`src/rtl/tcm_arb_pkg.sv`:
```
// Shared types and AHB-Lite encodings for the two-port TCM SRAM arbiter.
package tcm_arb_pkg;

  typedef enum logic [1:0] {
    ST_IDLE   = 2'd0,
    ST_REQ    = 2'd1,
    ST_RDWAIT = 2'd2
  } port_state_e;

  typedef enum logic {
    GNT_I = 1'b0,
    GNT_D = 1'b1
  } grant_e;

  localparam logic [1:0] HTRANS_IDLE   = 2'b00;
  localparam logic [1:0] HTRANS_BUSY   = 2'b01;
  localparam logic [1:0] HTRANS_NONSEQ = 2'b10;
  localparam logic [1:0] HTRANS_SEQ    = 2'b11;

  localparam logic [2:0] HSIZE_BYTE = 3'b000;
  localparam logic [2:0] HSIZE_HALF = 3'b001;
  localparam logic [2:0] HSIZE_WORD = 3'b010;

endpackage

```
`src/rtl/tcm_arb_port.sv`:
```
// One AHB-Lite slave port: address-phase capture, IDLE/REQ/RDWAIT FSM and
// byte-enable decode. The FSM state is exported for the top and for checkers.
module tcm_arb_port
  import tcm_arb_pkg::*;
#(
  parameter int AW = 16
) (
  input  logic          clk,
  input  logic          rst,
  input  logic          hsel,
  input  logic          hready,
  input  logic [1:0]    htrans,
  input  logic [2:0]    hsize,
  input  logic          hwrite,
  input  logic [AW-1:0] haddr,
  input  logic          grant,
  output logic          req,
  output logic          is_write,
  output logic [AW-3:0] word_addr,
  output logic [3:0]    wen,
  output logic          hreadyout,
  output port_state_e   state
);

  port_state_e   state_q, state_d;
  logic [AW-1:0] addr_q, addr_d;
  logic [2:0]    size_q, size_d;
  logic          write_q, write_d;
  logic          accept;
  logic          done;
  logic [3:0]    wen_dec;

  assign accept = hsel & hready & (htrans != HTRANS_IDLE) & (htrans != HTRANS_BUSY);

  always_comb begin
    state_d   = state_q;
    addr_d    = addr_q;
    size_d    = size_q;
    write_d   = write_q;
    hreadyout = 1'b1;
    done      = 1'b0;
    case (state_q)
      ST_IDLE: ;
      ST_REQ: begin
        if (grant && write_q) begin
          done = 1'b1;
        end else if (grant) begin
          state_d   = ST_RDWAIT;
          hreadyout = 1'b0;
        end else begin
          hreadyout = 1'b0;
        end
      end
      ST_RDWAIT: done = 1'b1;
      default:   state_d = ST_IDLE;
    endcase
    // A new address phase can only be taken while the bus sees us ready.
    if ((state_q == ST_IDLE) || done) begin
      if (accept) begin
        state_d = ST_REQ;
        addr_d  = haddr;
        size_d  = hsize;
        write_d = hwrite;
      end else if (done) begin
        state_d = ST_IDLE;
      end
    end
  end

  always_ff @(posedge clk) begin
    if (rst) begin
      state_q <= ST_IDLE;
      addr_q  <= '0;
      size_q  <= '0;
      write_q <= 1'b0;
    end else begin
      state_q <= state_d;
      addr_q  <= addr_d;
      size_q  <= size_d;
      write_q <= write_d;
    end
  end

  always_comb begin
    wen_dec = 4'b0000;
    case (size_q)
      HSIZE_BYTE: wen_dec = 4'b0001 << addr_q[1:0];
      HSIZE_HALF: wen_dec = addr_q[1] ? 4'b1100 : 4'b0011;
      HSIZE_WORD: wen_dec = 4'b1111;
      default:    wen_dec = 4'b1111;
    endcase
  end

  assign req       = (state_q == ST_REQ);
  assign is_write  = write_q;
  assign word_addr = addr_q[AW-1:2];
  assign wen       = (req && write_q) ? wen_dec : 4'b0000;
  assign state     = state_q;

endmodule

```
`src/rtl/tcm_sram_arbiter.sv`:
```
// Two AHB-Lite ports (instruction i, data d) sharing one single-port SRAM.
// Ties go to the port that was not granted most recently.
module tcm_sram_arbiter
  import tcm_arb_pkg::*;
#(
  parameter int AW = 16
) (
  input  logic          clk,
  input  logic          rst,
  input  logic          hsel_i,
  input  logic          hready_i,
  input  logic [1:0]    htrans_i,
  input  logic [2:0]    hsize_i,
  input  logic          hwrite_i,
  input  logic [AW-1:0] haddr_i,
  input  logic [31:0]   hwdata_i,
  output logic          hreadyout_i,
  output logic          hresp_i,
  output logic [31:0]   hrdata_i,
  input  logic          hsel_d,
  input  logic          hready_d,
  input  logic [1:0]    htrans_d,
  input  logic [2:0]    hsize_d,
  input  logic          hwrite_d,
  input  logic [AW-1:0] haddr_d,
  input  logic [31:0]   hwdata_d,
  output logic          hreadyout_d,
  output logic          hresp_d,
  output logic [31:0]   hrdata_d,
  output logic          sram_cs,
  output logic [AW-3:0] sram_addr,
  output logic [3:0]    sram_wen,
  output logic [31:0]   sram_wdata,
  input  logic [31:0]   sram_rdata
);

  logic          req_i, req_d;
  logic          wr_i, wr_d;
  logic [AW-3:0] waddr_i, waddr_d;
  logic [3:0]    wen_i, wen_d;
  logic          gnt_i, gnt_d;
  port_state_e   state_i, state_d;
  grant_e        last_q, last_d;

  tcm_arb_port #(.AW(AW)) u_port_i (
    .clk       (clk),
    .rst       (rst),
    .hsel      (hsel_i),
    .hready    (hready_i),
    .htrans    (htrans_i),
    .hsize     (hsize_i),
    .hwrite    (hwrite_i),
    .haddr     (haddr_i),
    .grant     (gnt_i),
    .req       (req_i),
    .is_write  (wr_i),
    .word_addr (waddr_i),
    .wen       (wen_i),
    .hreadyout (hreadyout_i),
    .state     (state_i)
  );

  tcm_arb_port #(.AW(AW)) u_port_d (
    .clk       (clk),
    .rst       (rst),
    .hsel      (hsel_d),
    .hready    (hready_d),
    .htrans    (htrans_d),
    .hsize     (hsize_d),
    .hwrite    (hwrite_d),
    .haddr     (haddr_d),
    .grant     (gnt_d),
    .req       (req_d),
    .is_write  (wr_d),
    .word_addr (waddr_d),
    .wen       (wen_d),
    .hreadyout (hreadyout_d),
    .state     (state_d)
  );

  always_comb begin
    gnt_i  = req_i & (~req_d | (last_q == GNT_D));
    gnt_d  = req_d & ~gnt_i;
    last_d = last_q;
    if (gnt_i) begin
      last_d = GNT_I;
    end else if (gnt_d) begin
      last_d = GNT_D;
    end
  end

  always_ff @(posedge clk) begin
    if (rst) begin
      last_q <= GNT_D;
    end else begin
      last_q <= last_d;
    end
  end

  // Write data comes straight from the data phase of the granted port.
  always_comb begin
    sram_cs    = 1'b0;
    sram_addr  = '0;
    sram_wen   = 4'b0000;
    sram_wdata = '0;
    if (gnt_i) begin
      sram_cs    = 1'b1;
      sram_addr  = waddr_i;
      sram_wen   = wen_i;
      sram_wdata = wr_i ? hwdata_i : 32'h0;
    end else if (gnt_d) begin
      sram_cs    = 1'b1;
      sram_addr  = waddr_d;
      sram_wen   = wen_d;
      sram_wdata = wr_d ? hwdata_d : 32'h0;
    end
  end

  assign hrdata_i = (state_i == ST_RDWAIT) ? sram_rdata : 32'h0;
  assign hrdata_d = (state_d == ST_RDWAIT) ? sram_rdata : 32'h0;
  assign hresp_i  = 1'b0;
  assign hresp_d  = 1'b0;

endmodule
```
`config.mk`:
```
export PLATFORM = sky130hd
export DESIGN_NAME = tcm_sram_arbiter
export DESIGN_NICKNAME = d
export VERILOG_FILES = /design/src/rtl/tcm_arb_pkg.sv /design/src/rtl/tcm_arb_port.sv /design/src/rtl/tcm_sram_arbiter.sv
export SDC_FILE = /design/constraint.sdc
export NUM_CORES = 1
export LEC_CHECK = 0
export ABC_AREA = 1
export BUFFER_PORTS_ARGS = -buffer_cell sky130_fd_sc_hd__buf_4
export CAP_MARGIN = 20
export CORE_ASPECT_RATIO = 1.2
export CORE_MARGIN = 4
export CORE_UTILIZATION = 30
export CTS_BUF_LIST = sky130_fd_sc_hd__clkbuf_4 sky130_fd_sc_hd__clkbuf_8
export CTS_CLUSTER_SIZE = 24
export DETAILED_ROUTE_END_ITERATION = 8
export GPL_TIMING_DRIVEN = 0
export SETUP_SLACK_MARGIN = 0.05
export SYNTH_ARGS = -nofsm -noshare
export SYNTH_HDL_FRONTEND = slang
export SYNTH_SLANG_ARGS = --single-unit
```
`constraint.sdc`:
```
create_clock -name clk -period 2.69 [get_ports clk]
set_input_delay 0 -clock clk [delete_from_list [all_inputs] [get_ports clk]]
set_output_delay 0 -clock clk [all_outputs]
set_load 0.01 [all_outputs]
```
==> reports/qor.txt, run 1 <==
status -> complete, no violations
#FFs+latches synth -> 45
Syn-to-layout area delta -> 77.6%
Most Used Layer, Global Route -> met2
worst hold-check path type -> primary input to flop
TritonCTS Buffers -> 5
CTS tree -> done
Synth top cells by count -> nand2_1, inv_1, nand3_1
max-cap viol count -> 0
DP Wirelength -> 13.1 mm
initial antenna violation count -> 0
layout cells sized above 1 -> 0.311
Worst-path clk slew -> 80 ps
Post-CTS Setup Bufs -> 0
Starting Density -> 0.306
FMAX -> 0.433 GHz
first-pass GRT wire length -> 24.7 mm
Arr. time, crit path -> 2310 ps
maximum fanout along the worst path -> 10
Yosys top cell area share -> 0.266
DR iter-0 viols -> 238
crit share post-route -> 0.858
Slew @ Worst Pin -> 572 ps
most common cell in the netlist -> nand2_1
worst-skew pair later-pin latency -> 300 ps
main flop type after synthesis -> dfxtp_1
relative slew slack -> 0.619
EDFF count, synth -> 0
ys async rst share -> 0
Crit Path Class -> flop to output pin
worst hold endpoint -> u_port_d.state[0]$_SDFF_PP0_
hold_sp -> hready_d
# setup viols final -> 0
post-cts sizing count -> 0
Post-Route Setup TNS -> 0 ps
Avg Cell Area, Syn -> 5.53 µm²
DRC errors left -> 0
Die X -> 105 µm
total iterations of the first detailed-routing run -> 5
Post-DRT Antenna Nets -> 0
area of the multi-input gates -> 1860 µm²
reg2reg path depth -> 9
FF-to-FF End -> u_port_d.is_write$_SDFFE_PP0P_
number of buffers added on ports -> 260
number of global-route vias before repair -> 4,726
flop2flop setup slack -> 700 ps
Nets -> 1,074
Placer Congestion -> 0.921
yosys warns -> 0
Post-Layout Cell Count -> 1,053
worst endpoint required time -> 2690 ps
Filler cells -> 1,134
H-tree Lvls -> 2
# clock sinks -> 45
Seq. cell area -> 901 µm²
die area -> 13,000 µm²
Fin Clk Skew -> 8.58 ps
via density per instance -> 4.70
Post-Syn Instances -> 611
global route overflow -> 0
worst r2r src -> u_port_i.state[1]$_SDFF_PP0_
met2 Use GR -> 0.411
clock tree buffer depth -> 2
hold depth -> 4
vias -> 4,952
Final Critical Period -> 2310 ps
CP startpoint kind -> flop
Syn Std Cell Area -> 3380 µm²
Final Hold Viols -> 0
Ant. Diodes -> 0
Max IR drop VDD -> 260 µV
largest net degree at the start of global routing -> 14
I/O pin count -> 265
RSZ-0062 raised after global routing -> no
sequential fraction of the synthesis area -> 0.266
Distinct cells, synth -> 22
Final Max Slew Viols -> 0
pwr dens -> 297 nW/µm²
ranking of synthesized cells by area -> dfxtp_1, nand2_1, inv_1
M3 GR Usage -> 0.0700
CTS root buffer -> clkbuf_8
critical path endpoint category -> output pin
placed cells -> 1,004
area leader, netlist -> dfxtp_1
Rows -> 42
total power -> 0.00178 W
Total Wirelength -> 16.1 mm
wire length per cell -> 15.3 µm
met1 Resource Use GR -> 0.266
total track usage -> 0.234
Die H -> 124 µm
core area -> 11,000 µm²
Leak Pwr -> 3.53 nW
-- timing repair --
item | CTS | global route
setup endpoints to repair | 0 | 0
endpoints found under the hold margin | 44 | 0
hold buffers | 41 | 0
-- kinds of logic (layout without fill, tap and decap cells) --
group | Yosys count | in the layout | synth area share
AND/OR/NAND/NOR | 310 | 310 | 0.380
other | 1 | 2 | 0.00111
AO/OA/AOI/OAI | 86 | 86 | 0.138
flip-flops | 45 | 45 | 0.266
adder cells (fa/ha/maj) | 8 | 8 | 0.0296
buffers and inverters | 161 | 470 | 0.185
-- through the flow --
stage                     worst slack [ps]  hold WS (ps)   util  area [µm²]
final                                  382           155  0.544        6000
after floorplan                       1080          69.1      -        3380
after global routing                   156           165  0.544        6000
after CTS                              342           151  0.544        6000
after global placement                 704           220  0.499        5500
after detailed placement               676           228  0.499        5500
-- placed cells by master (no fill, tap or decap), types with 8 or more instances in the layout --
| cell type | Yosys | routed |
|---|---|---|
| nand3_1 | 74 | 74 |
| inv_1 | 115 | 115 |
| o21ai_0 | 36 | 36 |
| nand2_1 | 163 | 163 |
| o22ai_1 | 18 | 18 |
| buf_2 | 10 | 10 |
| a21oi_1 | 30 | 30 |
| ha_1 | 8 | 8 |
| buf_4 | 2 | 262 |
| dlygate4sd3_1 | 0 | 41 |
| nor2_1 | 64 | 64 |
| dfxtp_1 | 45 | 45 |
| clkbuf_1 | 29 | 29 |
-- area by class of cell --
class                   instances  area share
repair buffers                301       0.393
multi-input cells             406       0.310
flip-flops and latches         45       0.150
inverters                     116      0.0725
plain buffers                  45      0.0315
well taps                     132      0.0275
clock buffers                   7      0.0140
clock inverters                 1     0.00125
-- worst max-delay path: stages (launching register included) --
cell	delay, ps
dfxtp_1	330
inv_1	110
ha_1	250
nand2_1	140
nand2_1	130
buf_2	220
clkbuf_1	470
o22ai_1	180
buf_4	180
-- flip-flops by register name, summed over array words and instances (netlist names) --
signal / cells
u_port_i.state: 2
u_port_i.size_q: 3
u_port_i.addr_q: 16
u_port_d.size_q: 3
u_port_d.is_write: 1
u_port_d.state: 2
u_port_d.addr_q: 16
u_port_i.is_write: 1
last_q: 1
-- worst max path at each step --
stage          cells past startpoint                         endpoint  slack, ps                    startpoint
6_report                           8                     sram_addr[7]        380  u_port_d.state[1]$_SDFF_PP0_
5_1_grt                            8                     sram_addr[7]        160  u_port_d.state[1]$_SDFF_PP0_
4_1_cts                            8                     sram_addr[7]        340  u_port_d.state[1]$_SDFF_PP0_
3_5_place_dp                       8                     sram_addr[7]        680  u_port_d.state[1]$_SDFF_PP0_
3_3_place_gp                       8                     sram_addr[7]        700  u_port_d.state[1]$_SDFF_PP0_
2_1_floorplan                      9  u_port_d.addr_q[9]$_SDFFE_PP0P_       1080  u_port_i.state[1]$_SDFF_PP0_
-- routing by layer --
metal | share of wire | vias up
li1 | - | 2484
met1 | 0.40 | 2242
met2 | 0.48 | 196
met3 | 0.083 | 30
met4 | 0.034 | 0
met5 | 0 | -
-- power breakdown --
group	internal [W]	total, W	switching [W]
Sequential	0.000706	0.000719	0.0000137
Combinational	0.000316	0.000622	0.000306
Clock	0.000204	0.000441	0.000237
No activity file was read; power rests on OpenSTA's default activity.
==> run 2: changes to the inputs <==
--- a/config.mk
+++ b/config.mk
@@ -5,7 +5,6 @@
 export SDC_FILE = /design/constraint.sdc
 export NUM_CORES = 1
 export LEC_CHECK = 0
-export ABC_AREA = 1
 export BUFFER_PORTS_ARGS = -buffer_cell sky130_fd_sc_hd__buf_4
 export CAP_MARGIN = 20
 export CORE_ASPECT_RATIO = 1.2
@@ -15,6 +14,7 @@
 export CTS_CLUSTER_SIZE = 24
 export DETAILED_ROUTE_END_ITERATION = 8
 export GPL_TIMING_DRIVEN = 0
+export PLACE_DENSITY = 0.66
 export SETUP_SLACK_MARGIN = 0.05
 export SYNTH_ARGS = -nofsm -noshare
 export SYNTH_HDL_FRONTEND = slang
==> run 2 against run 1 <==
Net effect: largest cell class unchanged; die area shrank 8.5%; total power shrank 5.3%; setup slack gained 120 ps; critical path type unchanged.
==> reports/qor.txt, run 2 <==
Synth Area in Adders -> 0.0326
mux share of post-synthesis cell area -> 0.130
pwr dens -> 297 nW/µm²
Largest regs -> u_port_d.addr_q x16, u_port_i.addr_q x16
Logic pwr share -> 0.322
Avg Cell Area, Syn -> 8.08 µm²
ys async rst share -> 0
Ant. Diodes -> 0
worst endpoint required time -> 2690 ps
Leak Pwr -> 2.77 nW
Fin Clk Skew -> 7.19 ps
met1 Resource Use GR -> 0.255
die area -> 11,900 µm²
Syn-to-layout area delta -> 85.1%
met2 Use GR -> 0.408
FMAX -> 0.457 GHz
# setup viols final -> 0
total iterations of the first detailed-routing run -> 5
Synth Area in XOR/XNOR -> 0
hold_sp -> hready_d
Worst-path clk slew -> 80 ps
Post-Syn Instances -> 380
critical path endpoint category -> output pin
Post-Route Setup TNS -> 0 ps
global route overflow -> 0
worst-skew pair later-pin latency -> 300 ps
DRC errors left -> 0
worst hold endpoint -> u_port_d.state[1]$_SDFF_PP0_
most common cell after layout, fill and taps aside -> buf_4
main flop type after synthesis -> dfxtp_1
vias -> 3,855
CP max stage cell -> dfxtp_1
worst hold-check path type -> primary input to flop
initial antenna violation count -> 0
Compound-Gate Fraction of Synth Area -> 0.204
# clock sinks -> 45
largest net degree at the start of global routing -> 16
CP startpoint kind -> flop
Internal -> 0.00119 W
flop2flop setup slack -> 780 ps
M3 GR Usage -> 0.0539
Net Sw Frac -> 0.293
#FFs+latches synth -> 45
FF-to-FF End -> u_port_d.addr_q[12]$_SDFFE_PP0P_
hold depth -> 4
Final Critical Period -> 2190 ps
EDFF count, synth -> 0
Starting Density -> 0.307
cell mode on critical path -> buf_4
status -> complete, no violations
CTS tree -> done
crit path cell chain -> inv_1 -> ha_1 -> a21boi_4 -> and2_1 -> buf_4 -> buf_2 -> a22o_1 -> buf_4
Die H -> 119 µm
CTS root buffer -> clkbuf_8
worst r2r src -> u_port_i.state[1]$_SDFF_PP0_
Rows -> 40
clock group share of total power -> 0.253
Seq pwr share -> 0.425
core area -> 10,000 µm²
I/O pin count -> 265
layout cells sized above 1 -> 0.417
area post-placement -> 5180 µm²
area leader, netlist -> dfxtp_1
Max IR drop VDD -> 305 µV
WP depth -> 8
reg2reg path depth -> 7
via density per instance -> 4.72
number of global-route vias before repair -> 3,866
crit share post-route -> 0.814
Total Wirelength -> 14.0 mm
DP Wirelength -> 11.4 mm
total power -> 0.00169 W
Die X -> 100 µm
Psw -> 0.000494 W
Crit Path Class -> flop to output pin
yosys warns -> 0
number of buffers added on ports -> 260
RSZ-0062 raised after global routing -> no
maximum fanout along the worst path -> 10
max-cap viol count -> 0
H-tree Lvls -> 2
Core Util, Final -> 0.568
Max stage delay on crit path -> 390 ps
wire length per cell -> 17.1 µm
DR iter-0 viols -> 119
Distinct cells, synth -> 34
commonest non-fill, non-tap cells in the layout -> buf_4, nand2_1, and2_1
TritonCTS Buffers -> 5
Yosys top cell area share -> 0.293
total track usage -> 0.222
Synth top cells by count -> nand2_1, and2_1, a22o_1
final instance area -> 5690 µm²
most common cell in the netlist -> nand2_1
Post-DRT Antenna Nets -> 0
Placer Congestion -> 0.927
Final Hold Viols -> 0
Final Max Slew Viols -> 0
Arr. time, crit path -> 2190 ps
first-pass GRT wire length -> 20.9 mm
sequential fraction of the synthesis area -> 0.293
largest family of logic cells by synthesized area -> simple AND/OR/NAND/NOR gates
Syn Std Cell Area -> 3070 µm²
clock tree buffer depth -> 2
Nets -> 843
Buf/Inv on CP -> 4
Most Used Layer, Global Route -> met2
critical path's top delay family -> buffers and inverters
ranking of synthesized cells by area -> dfxtp_1, a22o_1, and2_1
Synth Area in Simple Gates -> 0.271
==> run 2: cell types whose count changed in the layout (fill, tap and decap cells not counted), sizes merged, moves of 49 or more <==
cell   previous run  this run
nand3            76         0
nor2             64         7
a22o              0        49
inv             116        11
and2              0        67
nand2           165        86
==> run 2: power by group through the flow <==
stage	Combinational, W	Clock, W	Sequential, W
after floorplan	0.000208	0	0.000727
after global placement	0.000486	0	0.000732
after detailed placement	0.000494	0	0.000733
after CTS	0.000544	0.000439	0.000717
after global routing	0.000592	0.000462	0.000722
final	0.000543	0.000427	0.000718
==> run 2: what timing repair did <==
action                    CTS  global route
hold buffers               41             0
hold endpoints to repair   41             0
setup buffers               0             0
gates resized for setup     0             0
==> run 2: metrics by stage <==
step	setup WS (ps)	instances	hold WS, ps
after global placement	843	767	262
after floorplan	1080	381	142
final	501	816	159
after global routing	353	816	204
after CTS	479	816	151
after detailed placement	788	767	263
==> run 2: per-layer routing <==
| metal | up-vias | wire (µm) |
|---|---|---|
| li1 | 1915 | - |
| met1 | 1766 | 5310 |
| met5 | - | 0 |
| met4 | 0 | 294 |
| met2 | 154 | 7240 |
| met3 | 20 | 1140 |
==> run 2: final cells by class <==
| type | count | area, µm² |
|---|---|---|
| Fill cell | 917 | 4320 |
| Timing Repair Buffer | 301 | 2360 |
| Multi-Input combinational cell | 295 | 1970 |
| Sequential cell | 45 | 901 |
| Buffer | 31 | 170 |
| Tap cell | 126 | 158 |
| Clock buffer | 5 | 68.8 |
| Inverter | 10 | 37.5 |
| Clock inverter | 3 | 21.3 |
==> run 2: cell families (layout without fill, tap and decap cells) <==
logic type	count (synthesis)	after routing
AOI/OAI and AO/OA	76	76
adders and majority gates	8	8
buffers and inverters	41	350
DFF	45	45
muxes	40	40
other	1	2
and+or+nand+nor	169	169
==> run 2: worst max path at each step <==
| stage | from | slack, ps | endpoint |
|---|---|---|---|
| after global routing | u_port_i.state[1]$_SDFF_PP0_ | 350 | sram_wdata[13] |
| after global placement | u_port_i.state[1]$_SDFF_PP0_ | 840 | sram_wdata[16] |
| after CTS | u_port_i.state[1]$_SDFF_PP0_ | 480 | sram_wdata[13] |
| after detailed placement | u_port_i.state[1]$_SDFF_PP0_ | 790 | u_port_d.size_q[0]$_SDFFE_PP0P_ |
| after floorplan | u_port_i.state[1]$_SDFF_PP0_ | 1080 | u_port_d.addr_q[10]$_SDFFE_PP0P_ |
| final | u_port_i.state[1]$_SDFF_PP0_ | 500 | sram_wdata[16] |
==> run 2: worst reg2reg max path, delay by kind of cell (launching register included) <==
family / cells / cell delay (ps)
AOI/OAI and AO/OA: 2 / 520
adders and majority gates: 1 / 270
buffers and inverters: 2 / 300
DFF: 1 / 390
muxes: 1 / 200
and+or+nand+nor: 1 / 150
==> run 3: changes to the inputs <==
==> constraint.sdc (replaced) <==
create_clock -name clk -period 2.2 [get_ports clk]
set_input_delay 0 -clock clk [delete_from_list [all_inputs] [get_ports clk]]
set_output_delay 0 -clock clk [all_outputs]
set_load 0.01 [all_outputs]
==> run 3 against run 2 <==
Net effect: core utilization grew 0.33 points; sequential power grew 22%; sequential cell count is the same.
==> reports/qor.txt, run 3 (synthesized netlist as in run 2, its figures left out) <==
core area -> 10,000 µm²
DR iter-0 viols -> 165
H-tree Lvls -> 2
max-cap viol count -> 0
clock tree buffer depth -> 2
Largest regs -> u_port_d.addr_q x16, u_port_i.addr_q x16
Final Critical Period -> 2030 ps
initial antenna violation count -> 0
worst-skew pair later-pin latency -> 300 ps
Post-Route Setup TNS -> 0 ps
TritonCTS Buffers -> 5
CTS tree -> done
FMAX -> 0.493 GHz
Max IR drop VDD -> 378 µV
Arr. time, crit path -> 2030 ps
total iterations of the first detailed-routing run -> 4
CP max stage cell -> dfxtp_2
layout cells sized above 1 -> 0.425
number of global-route vias before repair -> 3,878
first-pass GRT wire length -> 21.0 mm
wire length per cell -> 17.2 µm
CP startpoint kind -> flop
worst slack at placement -> 298 ps
total track usage -> 0.223
pwr dens -> 363 nW/µm²
Leak Pwr -> 2.78 nW
Final Hold Viols -> 0
Die H -> 119 µm
worst endpoint required time -> 2200 ps
global route overflow -> 0
largest net degree at the start of global routing -> 16
# setup viols final -> 0
DRC errors left -> 0
I/O pin count -> 265
Placer Congestion -> 0.927
Die X -> 100 µm
Nets -> 845
crit path cell chain -> inv_1 -> ha_2 -> and2_1 -> and2_1 -> buf_2 -> buf_2 -> a22o_1 -> buf_4
vias -> 3,859
die area -> 11,900 µm²
number of buffers added on ports -> 260
CTS root buffer -> clkbuf_8
Max stage delay on crit path -> 360 ps
RSZ-0062 raised after global routing -> no
Ant. Diodes -> 0
crit share post-route -> 0.922
Filler cells -> 914
Final Max Slew Viols -> 0
Total Wirelength -> 14.0 mm
Syn-to-layout area delta -> 86.2%
Worst-path clk slew -> 90 ps
DP Wirelength -> 11.4 mm
Rows -> 40
status -> complete, no violations
Post-DRT Antenna Nets -> 0
maximum fanout along the worst path -> 10
commonest non-fill, non-tap cells in the layout -> buf_4, nand2_1, and2_1
Crit Path Class -> flop to output pin
final worst setup slack -> 171 ps
worst hold-check path type -> primary input to flop
critical path endpoint category -> output pin
Starting Density -> 0.307
Fin Clk Skew -> 6.94 ps
most common cell after layout, fill and taps aside -> buf_4
# clock sinks -> 45
via density per instance -> 4.72
==> run 3: changes by cell type in the layout (fill, tap and decap cells not counted) <==
cell / delta
dfxtp_2: +2
nor2_2: -1
ha_1: -2
clkbuf_4: +2
dfxtp_1: -2
buf_2: -2
ha_2: +2
nor2_4: +1
buf_4: +2
==> run 3: repair_timing <==
action | 4_1_cts | 5_1_grt
buffers inserted | 2 | 0
pin swaps | 1 | 0
hold buffers | 41 | 0
setup endpoints to repair | 30 | 40
gates resized for setup | 1 | 6
hold endpoints to repair | 41 | 0
cloned | 0 | 0
==> run 3: routing by layer <==
layer | share of wire | global-route usage | vias up
met5 | 0 | 0 | -
met4 | 0.021 | 0.0539 | 0
met3 | 0.080 | 0.0539 | 20
met2 | 0.52 | 0.407 | 154
met1 | 0.38 | 0.256 | 1770
li1 | - | - | 1915
==> run 3: final cells by class <==
| class | count | area [µm²] | area share |
|---|---|---|---|
| clock inverter | 3 | 21.3 | 0.00372 |
| sequential | 45 | 903 | 0.158 |
| tap | 126 | 158 | 0.0276 |
| clock buffer | 5 | 68.8 | 0.0120 |
| timing repair buffer | 303 | 2380 | 0.416 |
| multi-input combinational | 295 | 1980 | 0.346 |
| buffer | 31 | 175 | 0.0306 |
| inverter | 10 | 37.5 | 0.00656 |
==> run 3: stage by stage <==
step           hold WS (ps)  instances  utilization  power (W)  area (µm²)
3_5_place_dp            263        767        0.518    0.00150        5180
3_3_place_gp            262        767        0.518    0.00149        5180
2_1_floorplan           142        381            -    0.00114        3080
4_1_cts                 151        818        0.570    0.00208        5700
6_report                148        818        0.571    0.00207        5720
5_1_grt                 196        818        0.571    0.00218        5720
==> run 3: worst max-delay path: cells and delay by family (launching register included) <==
family / cells / cell delay (ps)
simple gates: 2 / 310
compound gates: 1 / 250
flops: 1 / 360
buf+inv: 4 / 590
fa+ha+maj: 1 / 220
==> run 3: worst paths after layout <==
kind                              startpoint  cells past startpoint                               end  slack [ps]
max             u_port_i.state[1]$_SDFF_PP0_                      8                     sram_wdata[6]         170
min                                 hready_d                      4      u_port_d.state[1]$_SDFF_PP0_         150
max reg2reg     u_port_d.state[0]$_SDFF_PP0_                      7  u_port_d.addr_q[12]$_SDFFE_PP0P_         360
min reg2reg  u_port_d.addr_q[4]$_SDFFE_PP0P_                      2   u_port_d.addr_q[4]$_SDFFE_PP0P_         460
==> run 3: power breakdown <==
part           switching (W)  internal, W  total, W
logic               0.000283     0.000388  0.000671
registers          0.0000272     0.000851  0.000879
clock network       0.000299     0.000226  0.000525
